$ cat src/rtl/cc_bus_sequencer.sv
// Beat-by-beat requester for the cc select/gate network: strobes the network, waits for
// settle and ack, gathers BEATS samples into one response word behind a valid/ready handshake.
module cc_bus_sequencer #(
   parameter int DATA_W  = 8,
   parameter int BEATS   = 4,
   parameter int SETTLE  = 2,
   parameter int TIMEOUT = 15
) (
   input  logic                      clk,
   input  logic                      rst_n,
   input  logic                      req_valid,
   output logic                      req_ready,
   input  logic [1:0]                req_mode,
   output logic                      bus_i,
   output logic                      bus_k,
   output logic                      bus_m,
   output logic                      bus_p,
   output logic                      bus_q,
   input  logic                      bus_ack,
   input  logic [DATA_W-1:0]         bus_data,
   output logic                      rsp_valid,
   input  logic                      rsp_ready,
   output logic [DATA_W*BEATS-1:0]   rsp_data,
   output logic                      rsp_err
);

   localparam int BW = (BEATS > 1) ? $clog2(BEATS) : 1;
   localparam int SW = (SETTLE > 1) ? $clog2(SETTLE) : 1;
   localparam int WW = (TIMEOUT > 1) ? $clog2(TIMEOUT) : 1;

   typedef enum logic [2:0] {
      S_IDLE,
      S_SETTLE,
      S_WAIT_ACK,
      S_SAMPLE,
      S_RESP
   } state_t;

   state_t                    state_q, state_d;
   logic [BW-1:0]             beat_q, beat_d;
   logic [SW-1:0]             settle_q, settle_d;
   logic [WW-1:0]             wait_q, wait_d;
   logic                      sep_q, sep_d;
   logic                      p_q, p_d;
   logic                      q_q, q_d;
   logic [DATA_W*BEATS-1:0]   data_q, data_d;
   logic                      err_q, err_d;
   logic                      advance;
   logic                      busy;

   always_ff @(posedge clk or negedge rst_n) begin
      if (!rst_n) begin
         state_q  <= S_IDLE;
         beat_q   <= '0;
         settle_q <= '0;
         wait_q   <= '0;
         sep_q    <= 1'b0;
         p_q      <= 1'b0;
         q_q      <= 1'b0;
         data_q   <= '0;
         err_q    <= 1'b0;
      end else begin
         state_q  <= state_d;
         beat_q   <= beat_d;
         settle_q <= settle_d;
         wait_q   <= wait_d;
         sep_q    <= sep_d;
         p_q      <= p_d;
         q_q      <= q_d;
         data_q   <= data_d;
         err_q    <= err_d;
      end
   end

   always_comb begin
      state_d  = state_q;
      beat_d   = beat_q;
      settle_d = settle_q;
      wait_d   = wait_q;
      sep_d    = sep_q;
      p_d      = p_q;
      q_d      = q_q;
      data_d   = data_q;
      err_d    = err_q;
      advance  = 1'b0;

      case (state_q)
         S_IDLE: begin
            if (req_valid) begin
               p_d      = req_mode[1];
               q_d      = req_mode[0];
               data_d   = '0;
               err_d    = 1'b0;
               beat_d   = '0;
               settle_d = '0;
               wait_d   = '0;
               sep_d    = 1'b0;
               state_d  = S_SETTLE;
            end
         end
         S_SETTLE: begin
            // The separator cycle (bus_i low) does not count as settling time.
            // Ack is checked on the last settle cycle, so an early ack costs no wait cycle.
            if (sep_q) begin
               sep_d = 1'b0;
            end else if (settle_q == SW'(SETTLE - 1)) begin
               settle_d = '0;
               wait_d   = '0;
               state_d  = bus_ack ? S_SAMPLE : S_WAIT_ACK;
            end else begin
               settle_d = settle_q + 1'b1;
            end
         end
         S_WAIT_ACK: begin
            if (bus_ack) begin
               state_d = S_SAMPLE;
            end else if (wait_q == WW'(TIMEOUT - 1)) begin
               err_d = 1'b1;
               data_d[int'(beat_q)*DATA_W +: DATA_W] = '0;
               advance = 1'b1;
            end else begin
               wait_d = wait_q + 1'b1;
            end
         end
         S_SAMPLE: begin
            data_d[int'(beat_q)*DATA_W +: DATA_W] = bus_data;
            advance = 1'b1;
         end
         S_RESP: begin
            if (rsp_ready) state_d = S_IDLE;
         end
         default: state_d = S_IDLE;
      endcase

      if (advance) begin
         wait_d = '0;
         if (beat_q == BW'(BEATS - 1)) begin
            state_d = S_RESP;
         end else begin
            beat_d  = beat_q + 1'b1;
            sep_d   = 1'b1;
            state_d = S_SETTLE;
         end
      end
   end

   assign busy      = (state_q == S_SETTLE) || (state_q == S_WAIT_ACK) || (state_q == S_SAMPLE);
   assign bus_k     = busy;
   assign bus_m     = busy;
   assign bus_i     = busy & ~sep_q;
   assign bus_p     = busy & p_q;
   assign bus_q     = busy & q_q;
   assign req_ready = (state_q == S_IDLE);
   assign rsp_valid = (state_q == S_RESP);
   assign rsp_data  = data_q;
   assign rsp_err   = err_q;

endmodule

$ cat config.mk
export PLATFORM = sky130hd
export DESIGN_NAME = cc_bus_sequencer
export DESIGN_NICKNAME = d
export VERILOG_FILES = /design/src/rtl/cc_bus_sequencer.sv
export SDC_FILE = /design/constraint.sdc
export NUM_CORES = 1
export LEC_CHECK = 0
export BUFFER_PORTS_ARGS = -buffer_cell sky130_fd_sc_hd__buf_2
export CAP_MARGIN = 10
export CORE_MARGIN = 2
export CORE_UTILIZATION = 34
export DETAILED_ROUTE_END_ITERATION = 12
export PLACE_DENSITY_LB_ADDON = 0.3
export SLEW_MARGIN = 20
export SYNTH_ARGS = -nofsm -noshare
export SYNTH_HDL_FRONTEND = slang
export SYNTH_SLANG_ARGS = --single-unit
export TNS_END_PERCENT = 20
$ cat constraint.sdc
create_clock -name clk -period 3.5 [get_ports clk]
set_input_delay 0.175 -clock clk [delete_from_list [all_inputs] [get_ports clk]]
set_output_delay 0.175 -clock clk [all_outputs]
set_load 0.01 [all_outputs]
* Word-level counts from Yosys, hierarchy flattened
Cells that the tools add are included.
** Storage, ports and cells
- Register bits after elaboration :: 46
- Input port bits :: 15
- Output and inout bits :: 40
- Logic and storage cells :: 91
** Cells by class
- Add/subtract/negate cells :: 4
- Equality and inequality tests :: 18
- Shift-type cells :: 3
- Muxes and demuxes :: 40
- Bitwise operators :: 4
- Reduce and logical (&&, ||, !) cells :: 13
** Operators with widths (number)
- 2-to-1 mux 32 bit :: 3
- case mux 32 bit (3 select lines) :: 1
- bitwise mux 32 bit :: 2
- negator 5 -> 33 bit :: 1
- variable shift 8 x 33 -> 32 bit (first input constant) :: 1
- variable part select 8 x 33 -> 32 bit :: 1
- variable part select 8 x 33 -> 32 bit (first input constant) :: 1
- 2-to-1 mux 4 bit :: 6
- 2-to-1 mux 3 bit :: 7
- != test 3 bit (second input constant) :: 5
- case mux 3 bit (5 select lines) :: 1
- case mux 4 bit (3 select lines) :: 1
- AND reduction 6 bit :: 2
- 2-to-1 mux 1 bit :: 11
- != test 2 bit (second input constant) :: 5
- 2-to-1 mux 2 bit :: 4
- case mux 1 bit (2 select lines) :: 4
- AND reduction 4 bit :: 2
- == test 3 x 2 -> 1 bit (second input constant) :: 2
- adder 4 x 1 -> 4 bit (second input constant) :: 1
- == test 4 bit (second input constant) :: 1
- nonzero test 2 bit :: 2
- nonzero test 4 bit :: 1
- bitwise AND 1 bit :: 3
- 13 further kinds :: 14

* Logic depth before layout (Yosys ltp)
Gate-level depths: netlist of the first run.
- Depth in word-level cells :: 6
- Gate-level depth with buffers :: 7
- Gate-level depth less buffers :: 6

* Worst setup path after synthesis of the first run
Ideal clock, no wire load.
- Kind :: flip-flop to flip-flop
- Start point :: register beat_q[0]
- End point :: register data_q[10], in the netlist rsp_data[10]
- Library setup time :: 0.066 ns
- Arrival :: 1.624 ns
- Required time :: 3.434 ns
- Slack :: 1.810 ns
- Stages on the path, launching flop included :: 8
- Buffers on the path :: 1
- Clock period less this slack :: 1.690 ns
- Path through :: dfrtp_1 > inv_1 > ha_1 > inv_1 > nor4_1 > and3_1 > buf_2 > a22o_1
** On the way
- Longest elaborated chain between the ends :: 6
- Elaborated cells between the ends (all ways) :: 9
- Those cells by class :: 1 x add/sub; 3 x shift; 5 x mux
** Ends and longest elaborated chain
- start, declared :: RTL line 40 : logic [BW-1:0] beat_q, beat_d;
- start signal, assigned :: RTL line 64 : beat_q <= beat_d;
- negator 5 -> 33 bit (*) :: RTL line 119, 126
- variable part select 8 x 33 -> 32 bit / variable shift 8 x 33 -> 32 bit (equally long branches) :: RTL line 119, 126
- bitwise mux 32 bit :: RTL line 119 : data_d[int'(beat_q)*DATA_W +: DATA_W] = '0;
- 2-to-1 mux 32 bit :: RTL line 117 : end else if (wait_q == WW'(TIMEOUT - 1)) begin
- 2-to-1 mux 32 bit :: RTL line 115 : if (bus_ack) begin
- case mux 32 bit (3 select lines) (*) :: RTL line 87 : case (state_q)
- end signal, assigned :: RTL line 70 : data_q <= data_d;
- end, declared :: RTL line 46 : logic [DATA_W*BEATS-1:0] data_q, data_d;
Mark *: on every way between the ends. The rest lies on a longest branch, timed or not. The select of a mux whose other input is x is not followed.
A chain may end at the register's enable or synchronous reset.

* Worst setup path in the final report of the first run
- Start point :: register state_q[1]
- End point :: register data_q[11], in the netlist rsp_data[11]
** On the way
- Longest elaborated chain between the ends :: 3
- Elaborated cells between the ends (all ways) :: 9
- Those cells by class :: 5 x eq/ne; 1 x mux; 3 x reduce/logical
** Ends and longest elaborated chain
- start, declared :: RTL line 39 : state_t state_q, state_d;
- start signal, assigned :: RTL line 63 : state_q <= state_d;
- == test 3 x 2 -> 1 bit / logical NOT 3 bit (equally long branches) :: RTL line 87
- != test 2 bit (no source line) / nonzero test 3 bit (equally long branches)
- AND reduction 4 bit (no source line)
Parallel ways exist; a longest one is shown, timed or not.

==> reports/metrics.cfg, run 1 <==
[critical_path]
slowest_stage = dfrtp_1
cp.required_ns = 3.74
r2r-start = state_q[1]
crit_family = simple AND/OR/NAND/NOR gates
r2r_end = rsp_data[11]
critPathMaxStageDelay_ns = 0.60
criticalPathCategory = reg2reg
start_kind = flip-flop
path_max_fanout = 14
worstSetupEndpointType = flip-flop
path_buf_inv = 0
rrSetupSlack_ns = 1.42
worstPathArrival_ns = 2.32
worstPathCellList = nand2b_1, nor4_1, and3_1, a22o_1
worst-r2r-cell-count = 4

[power]
p_per_area_nw_per_um2 = 701
ir_worst_vdd_uv = 311
p_leak_nw = 1.33

[clocking]
holdBufCountCts = 0
clock_sinks = 46
post_cts_buffers = 0
cts-root-buf = clkbuf_8
clockBufferDepth = 2
clkTransAtPathRegs_ns = 0.09
cts-htree-levels = 2
cts.repair.resized = 0
worstSkewPairLatency_ns = 0.30
cts_tree = yes
numCtsBuffers = 5

[global_routing]
grt_pass1_vias = 1609
grt_usage = 0.150
grt_max_degree = 47
grt_overflow_total = 0
grt_pass1_wl_um = 8380
antenna_found_initial = 0

[yosys]
ys_top_cells_by_area = dfrtp_1 54%, a22o_1 13%, ha_1 4.1%
synth.distinct_cells = 40
ys.flop_type = dfrtp_1
syn_nets = 197
synth_edf_count = 0
ys_seq_area_frac = 0.542
synth_largest_area_cell = dfrtp_1
syn_area_um2 = 2120
yosys_register_bits = 46
synth_top_area_frac = 0.542
yosysWarnings = 0
synthArstFlopShare = 1.00
synth_cells = 175
avgSynthCellArea_um2 = 12.1

[timing]
worst_pin_slew_ns = 0.589
rsz0062_at_grt = no
whs_ns = 0.0543
slew-limit-headroom = 0.608
fmax_mhz = 481
skew_ns = 0.00723
period_share = 0.593
maxSlewViolCount = 0
tns_ns = 0
finalCriticalPeriod_ns = 2.08
setup_viol = 0
hold_viol_final = 0

[flow_run]
maxCapViolCount = 0

[placement]
placed_cell_area_um2 = 2430
dp_hpwl_um = 3450
gp_congestion = 0.789
dp.cells = 296
io_buffers = 54

[floorplanning]
dieArea_um2 = 6890
core_um2 = 5990
die_w_um = 83.0
boundaryPins = 55
die_h_um = 83.0
rows = 28
start_util = 0.354

[worst_hold_path]
hp-start = req_mode[0]
hold_depth = 3
hold_path_end = q_q
worst_hold_path_type = in2reg

[drt]
viasPerCell = 5.22
ant_nets = 0
drtPass1Iterations = 4
route.detailed.drc = 0
dr.first_iter.drc_count = 62
wl_per_cell_um = 16.0
vias = 1593
wirelength_um = 4890

[layout]
drive_above_1_share = 0.322
antenna_cells = 0
final_area_um2 = 2540
final_common_cell = buf_2
fillCellCount = 589
utilization = 0.424
nets = 251
instances_no_fill = 305
final_cell_mix = 53 x buf_2, 46 x dfrtp_1, 32 x a22o_1
syn_to_final_growth_pct = 19.5

[status]
status = complete, no violations

logic make-up after synthesis:
family,share of synthesized area
AO/OA/AOI/OAI,0.216
multiplexers,0.0259
AND/OR/NAND/NOR,0.134
flip-flops,0.542
buffers and inverters,0.0407
adder cells (fa/ha/maj),0.0412
sequential cells by signal, indices dropped and copies added (netlist names):
| name | count |
|---|---|
| rsp_data | 32 |
| wait_q | 4 |
| state_q | 3 |
| beat_q | 2 |
| p_q | 1 |
| q_q | 1 |
| rsp_err | 1 |
| sep_q | 1 |
| settle_q | 1 |
per-layer routing:
metal | vias up | global-route usage | share of wire
met5 | - | 0 | 0
met4 | 0 | 0.0313 | 0.0086
met3 | 5 | 0.0517 | 0.063
met2 | 55 | 0.227 | 0.44
met1 | 777 | 0.209 | 0.49
li1 | 756 | - | -
cells in the mapped netlist, drive strengths merged, types with 2 or more instances:
library cell,count
mux2i,4
a22o,32
a31oi,2
buf,8
nor4,3
a311o,2
inv,8
nor2,7
nor4b,3
nand2b,2
dfrtp,46
o21ai,3
ha,7
and3,2
nand2,16
nor3,4
a21oi,10
and2,3
power breakdown:
part / total (mW) / switching, mW / internal (mW) / leakage, nW
logic: 0.671 / 0.391 / 0.281 / 0.660
clock network: 0.338 / 0.194 / 0.144 / 0.0447
registers: 0.769 / 0.123 / 0.647 / 0.628
total: 1.78 / 0.707 / 1.07 / 1.33
layout make-up:
type	count	area, µm²	share of cell area
Tap cell	75	93.8	0.0370
Multi-Input combinational cell	113	886	0.349
Timing Repair Buffer	55	283	0.111
Clock buffer	5	68.8	0.0271
Clock inverter	3	25.0	0.00986
Sequential cell	46	1150	0.454
Inverter	8	30.0	0.0118
worst max path at each step:
stage / from / end / cells past startpoint
after global placement: state_q[1] / rsp_data[10] / 4
after floorplan: beat_q[0] / rsp_data[10] / 7
final: state_q[1] / rsp_data[11] / 4
after global routing: beat_q[0] / rsp_data[15] / 6
after detailed placement: beat_q[0] / rsp_data[13] / 6
after CTS: beat_q[0] / rsp_data[11] / 6
worst register-to-register path, delay by kind of cell (launching register included):
kind             cells  cell delay, ns
AO/OA/AOI/OAI        1            0.21
flip-flops           1            0.60
AND/OR/NAND/NOR      3            1.21
through the flow:
step           setup WS (ns)  power [mW]
2_1_floorplan           1.81        1.24
3_3_place_gp            1.48        1.44
3_5_place_dp            1.43        1.46
4_1_cts                 1.42        1.80
5_1_grt                 1.19        1.91
6_report                1.42        1.78
(Power assumes the default switching activity.)
==> run 2, diff against run 1 <==
Clock period 3.5 ns to 1.78 ns, I/O delays scaled along.
==> run 2 against run 1 <==
  * Sequential power increased by 90%
  * Combinational power increased by 130%
  * Sequential share of layout area decreased by 2.3 points
  * Register-to-register slack got worse by 1.3 ns
  * Critical path depth increased by 1
  * First-iteration DRC count increased by 15%
  * Count of clock-buffer cells in the layout unchanged
  * Clock power increased by 95%
==> reports/metrics.cfg, run 2 (synthesized netlist as in run 1, its figures left out) <==
[status]
status = complete, no violations

[global_routing]
grt_overflow_total = 0
grt_usage = 0.145
antenna_found_initial = 0
use_met3 = 0.0388
grt_pass1_vias = 1633
met2_usage = 0.226
grt_pass1_wl_um = 8210
grt_max_degree = 47
use_met1 = 0.200
busiest_layer = met2

[clocking]
cts-root-buf = clkbuf_8
clock_sinks = 46
cts_tree = yes
clockBufferDepth = 2
post_cts_buffers = 0
clkTransAtPathRegs_ns = 0.09
cts-htree-levels = 2
worstSkewPairLatency_ns = 0.30
numCtsBuffers = 5

[layout]
drive_above_1_share = 0.368
nets = 268
syn_to_final_growth_pct = 25.9
antenna_cells = 0
largest_reg_flops = 32
final_common_cell = buf_2
final_cell_mix = 54 x buf_2, 46 x dfrtp_1, 32 x a22o_1
instances_no_fill = 322

[timing]
rsz0062_at_grt = yes
whs_ns = 0.0638
setup_viol = 0
skew_ns = 0.00704
maxSlewViolCount = 0
slew-limit-headroom = 0.618
hold_viol_final = 0
finalCriticalPeriod_ns = 1.69
worst_pin_slew_ns = 0.573
period_share = 0.947
fmax_mhz = 593

[floorplanning]
die_h_um = 83.0
start_util = 0.354
dieArea_um2 = 6890
rows = 28
core_um2 = 5990
boundaryPins = 55
die_w_um = 83.0

[drt]
wirelength_um = 4840
drtPass1Iterations = 4
vias = 1607
wl_per_cell_um = 15.0
route.detailed.drc = 0
ant_nets = 0
viasPerCell = 4.99
dr.first_iter.drc_count = 71

[power]
p_per_area_nw_per_um2 = 1360
ir_worst_vdd_uv = 657
p_leak_nw = 1.41

[critical_path]
worstPathArrival_ns = 1.88
r2r-start = wait_q[1]
cp.required_ns = 1.97
path_max_fanout = 8
worst-r2r-cell-count = 5
worstPathCellList = ha_1, nand4b_2, a21oi_4, a21oi_2, a22o_1
worstSetupEndpointType = flip-flop
criticalPathCategory = reg2reg
r2r_end = rsp_data[2]
path_buf_inv = 0
start_kind = flip-flop
crit_family = compound AO/OA/AOI/OAI gates
rrSetupSlack_ns = 0.09
critPathMaxStageDelay_ns = 0.43
slowest_stage = dfrtp_1

[placement]
gp_congestion = 0.836
dp_hpwl_um = 3560
io_buffers = 54
dp.cells = 311

[worst_hold_path]
worst_hold_path_type = in2reg
hp-start = bus_data[4]
hold_path_end = rsp_data[4]
hold_depth = 2

[flow_run]
maxCapViolCount = 0

[run 2: cell count changes in the layout (fill, tap and decap cells not counted)]
cell           delta
and3_1            -2
and3_4            +1
dlygate4sd3_1     +2
buf_2             +1
and3_2            +1
buf_4            +14
[run 2: layout make-up]
type,count,area (µm²)
sequential,46,1150
tap,75,93.8
timing repair buffer,72,413
multi-input combinational,113,892
clock inverter,3,25.0
inverter,8,30.0
clock buffer,5,68.8
fill,559,3320
[run 2: worst max path at each step]
stage,depth (start not counted),from,end,slack [ns]
after floorplan,7,beat_q[0],rsp_data[10],0.09
after global placement,5,wait_q[1],rsp_data[24],0.10
after detailed placement,6,beat_q[0],rsp_data[20],0.06
after CTS,6,beat_q[0],rsp_data[22],0.04
after global routing,5,state_q[1],wait_q[3],-0.05
final,5,wait_q[1],rsp_data[2],0.09
[run 2: timing repair]
item,in CTS,in global routing
hold buffers,3,0
endpoints found under the setup margin,0,31
resized for setup,0,3
hold endpoints to repair,48,0
[run 2: layer usage]
layer / share of wire / wire length (µm)
met2: 0.46 / 2230
met1: 0.49 / 2370
met5: 0 / 0
met4: 0 / 0
met3: 0.050 / 243
[run 2: metrics by stage]
stage	TNS, ns	util	area, µm²	setup WS (ns)	power [mW]
floorplan	0	-	2120	0.0895	2.44
global placement	0	0.425	2540	0.101	3.00
detailed placement	0	0.425	2540	0.0586	3.02
CTS	0	0.445	2670	0.0378	3.70
global route	-0.381	0.446	2670	-0.0479	3.92
finish	0	0.446	2670	0.0935	3.64
[run 2: report_power, final]
group | switching, mW | internal, mW
logic | 0.851 | 0.678
registers | 0.184 | 1.27
clock network | 0.375 | 0.284
total | 1.41 | 2.23
==> run 3, diff against run 2 <==
Settings changed: CORE_UTILIZATION 34 to 26, PLACE_DENSITY from default to 0.53, PLACE_DENSITY_LB_ADDON 0.3 to default.
==> run 3 against run 2 <==
  * First-iteration DRC count down 30%
  * Via count up 4.2%
  * Register-to-register slack about the same
  * Critical path type unchanged
  * Largest power group unchanged
==> reports/metrics.cfg, run 3 (synthesized netlist as in run 1, its figures left out) <==
[status]
status = complete, no violations

[critical_path]
criticalPathCategory = reg2reg
cp.required_ns = 1.98
worstPathArrival_ns = 1.87
worstSetupEndpointType = flip-flop
start_kind = flip-flop
path_max_fanout = 8

[timing]
period_share = 0.941
rsz0062_at_grt = yes
finalCriticalPeriod_ns = 1.68
skew_ns = 0.00927
hold_viol_final = 0
setup_viol = 0
slew-limit-headroom = 0.521
worst_pin_slew_ns = 0.719
tns_ns = 0
maxSlewViolCount = 0
fmax_mhz = 597
whs_ns = 0.0520

[clocking]
clock_sinks = 46
worstSkewPairLatency_ns = 0.31
clkTransAtPathRegs_ns = 0.10
numCtsBuffers = 5
clockBufferDepth = 2
cts-root-buf = clkbuf_8
cts_tree = yes
cts-htree-levels = 2

[layout]
syn_to_final_growth_pct = 28.6
antenna_cells = 0
nets = 270
drive_above_1_share = 0.373
final_common_cell = buf_2
largest_reg_flops = 32
utilization = 0.350
fillCellCount = 809
final_cell_mix = 54 x buf_2, 45 x dfrtp_1, 32 x a22o_1

[drt]
wl_per_cell_um = 14.8
ant_nets = 0
drtPass1Iterations = 4
viasPerCell = 4.77
dr.first_iter.drc_count = 50
wirelength_um = 5190
route.detailed.drc = 0
vias = 1674

[floorplanning]
rows = 32
boundaryPins = 55
die_w_um = 94.4
core_um2 = 7810
start_util = 0.272
die_h_um = 94.4
dieArea_um2 = 8910

[power]
ir_worst_vdd_uv = 538
p_leak_nw = 1.42
p_per_area_nw_per_um2 = 1340
power_mw = 3.66

[global_routing]
antenna_found_initial = 0
grt_pass1_wl_um = 8340
grt_overflow_total = 0
grt_pass1_vias = 1616
grt_max_degree = 33
grt_usage = 0.122

[flow_run]
maxCapViolCount = 0

[placement]
gp_congestion = 0.768
dp_hpwl_um = 3830
io_buffers = 54

[worst_hold_path]
worst_hold_path_type = in2reg

## run 3: changes by cell type in the layout (fill, tap and decap cells not counted)
cell        previous run  this run
and3_1                 0         1
and3_4                 1         0
buf_12                 0         1
buf_4                 15        16
clkinv_4               1         0
clkinvlp_4             1         2
dfrtp_1               46        45
dfrtp_2                0         1
## run 3: stage by stage
stage / instance area [µm²] / setup WS, ns / cells
6_report: 2730 / 0.105 / 351
5_1_grt: 2730 / -0.0362 / 351
4_1_cts: 2720 / 0.0399 / 350
3_5_place_dp: 2600 / 0.0728 / 339
3_3_place_gp: 2600 / 0.0947 / 339
2_1_floorplan: 2120 / 0.0895 / 175
## run 3: path summary, 6_finish.rpt
kind / end / depth (start not counted) / startpoint / slack, ns
max: rsp_data[15] / 5 / wait_q[1] / 0.10
min: rsp_data[22] / 2 / bus_data[6] / 0.05
max reg2reg: rsp_data[15] / 5 / wait_q[1] / 0.10
min reg2reg: p_q / 2 / p_q / 0.49
max in group asynchronous: rsp_data[22] / 3 / rst_n / 0.81
min in group asynchronous: rsp_data[28] / 2 / rst_n / 0.37
## run 3: critical path, cell delays in order (launching register included)
cell and delay, ns:
dfrtp_1 0.43, ha_1 0.20, nand4b_2 0.23, a21oi_4 0.31, a21oi_2 0.19, a22o_1 0.22
## run 3: area by class of cell
cell class / count / area [µm²] / share of cell area
inverters: 8 / 30.0 / 0.0110
multi-input cells: 113 / 887 / 0.325
repair buffers: 74 / 440 / 0.161
clock buffers: 5 / 68.8 / 0.0252
flip-flops and latches: 46 / 1150 / 0.422
clock inverters: 3 / 23.8 / 0.00871
well taps: 102 / 128 / 0.0467
## run 3: where the power goes
group	internal [mW]	total, mW	leakage, nW	switching (mW)
registers	1.27	1.46	0.626	0.186
logic	0.672	1.53	0.756	0.861
clock network	0.281	0.671	0.0408	0.389
total	2.23	3.66	1.42	1.44
## run 3: repair_timing
action | CTS | global route
endpoints found under the setup margin | 0 | 28
endpoints found under the hold margin | 32 | 0
buffers inserted | 0 | 1
gates resized for setup | 0 | 2
hold buffers | 3 | 0
## run 3: routing by layer
layer	vias to the layer above	GRT usage	routed length, µm
li1	793	-	-
met4	0	0.0302	67
met5	-	0	0
met1	815	0.173	2460
met3	7	0.0383	423
met2	59	0.182	2240
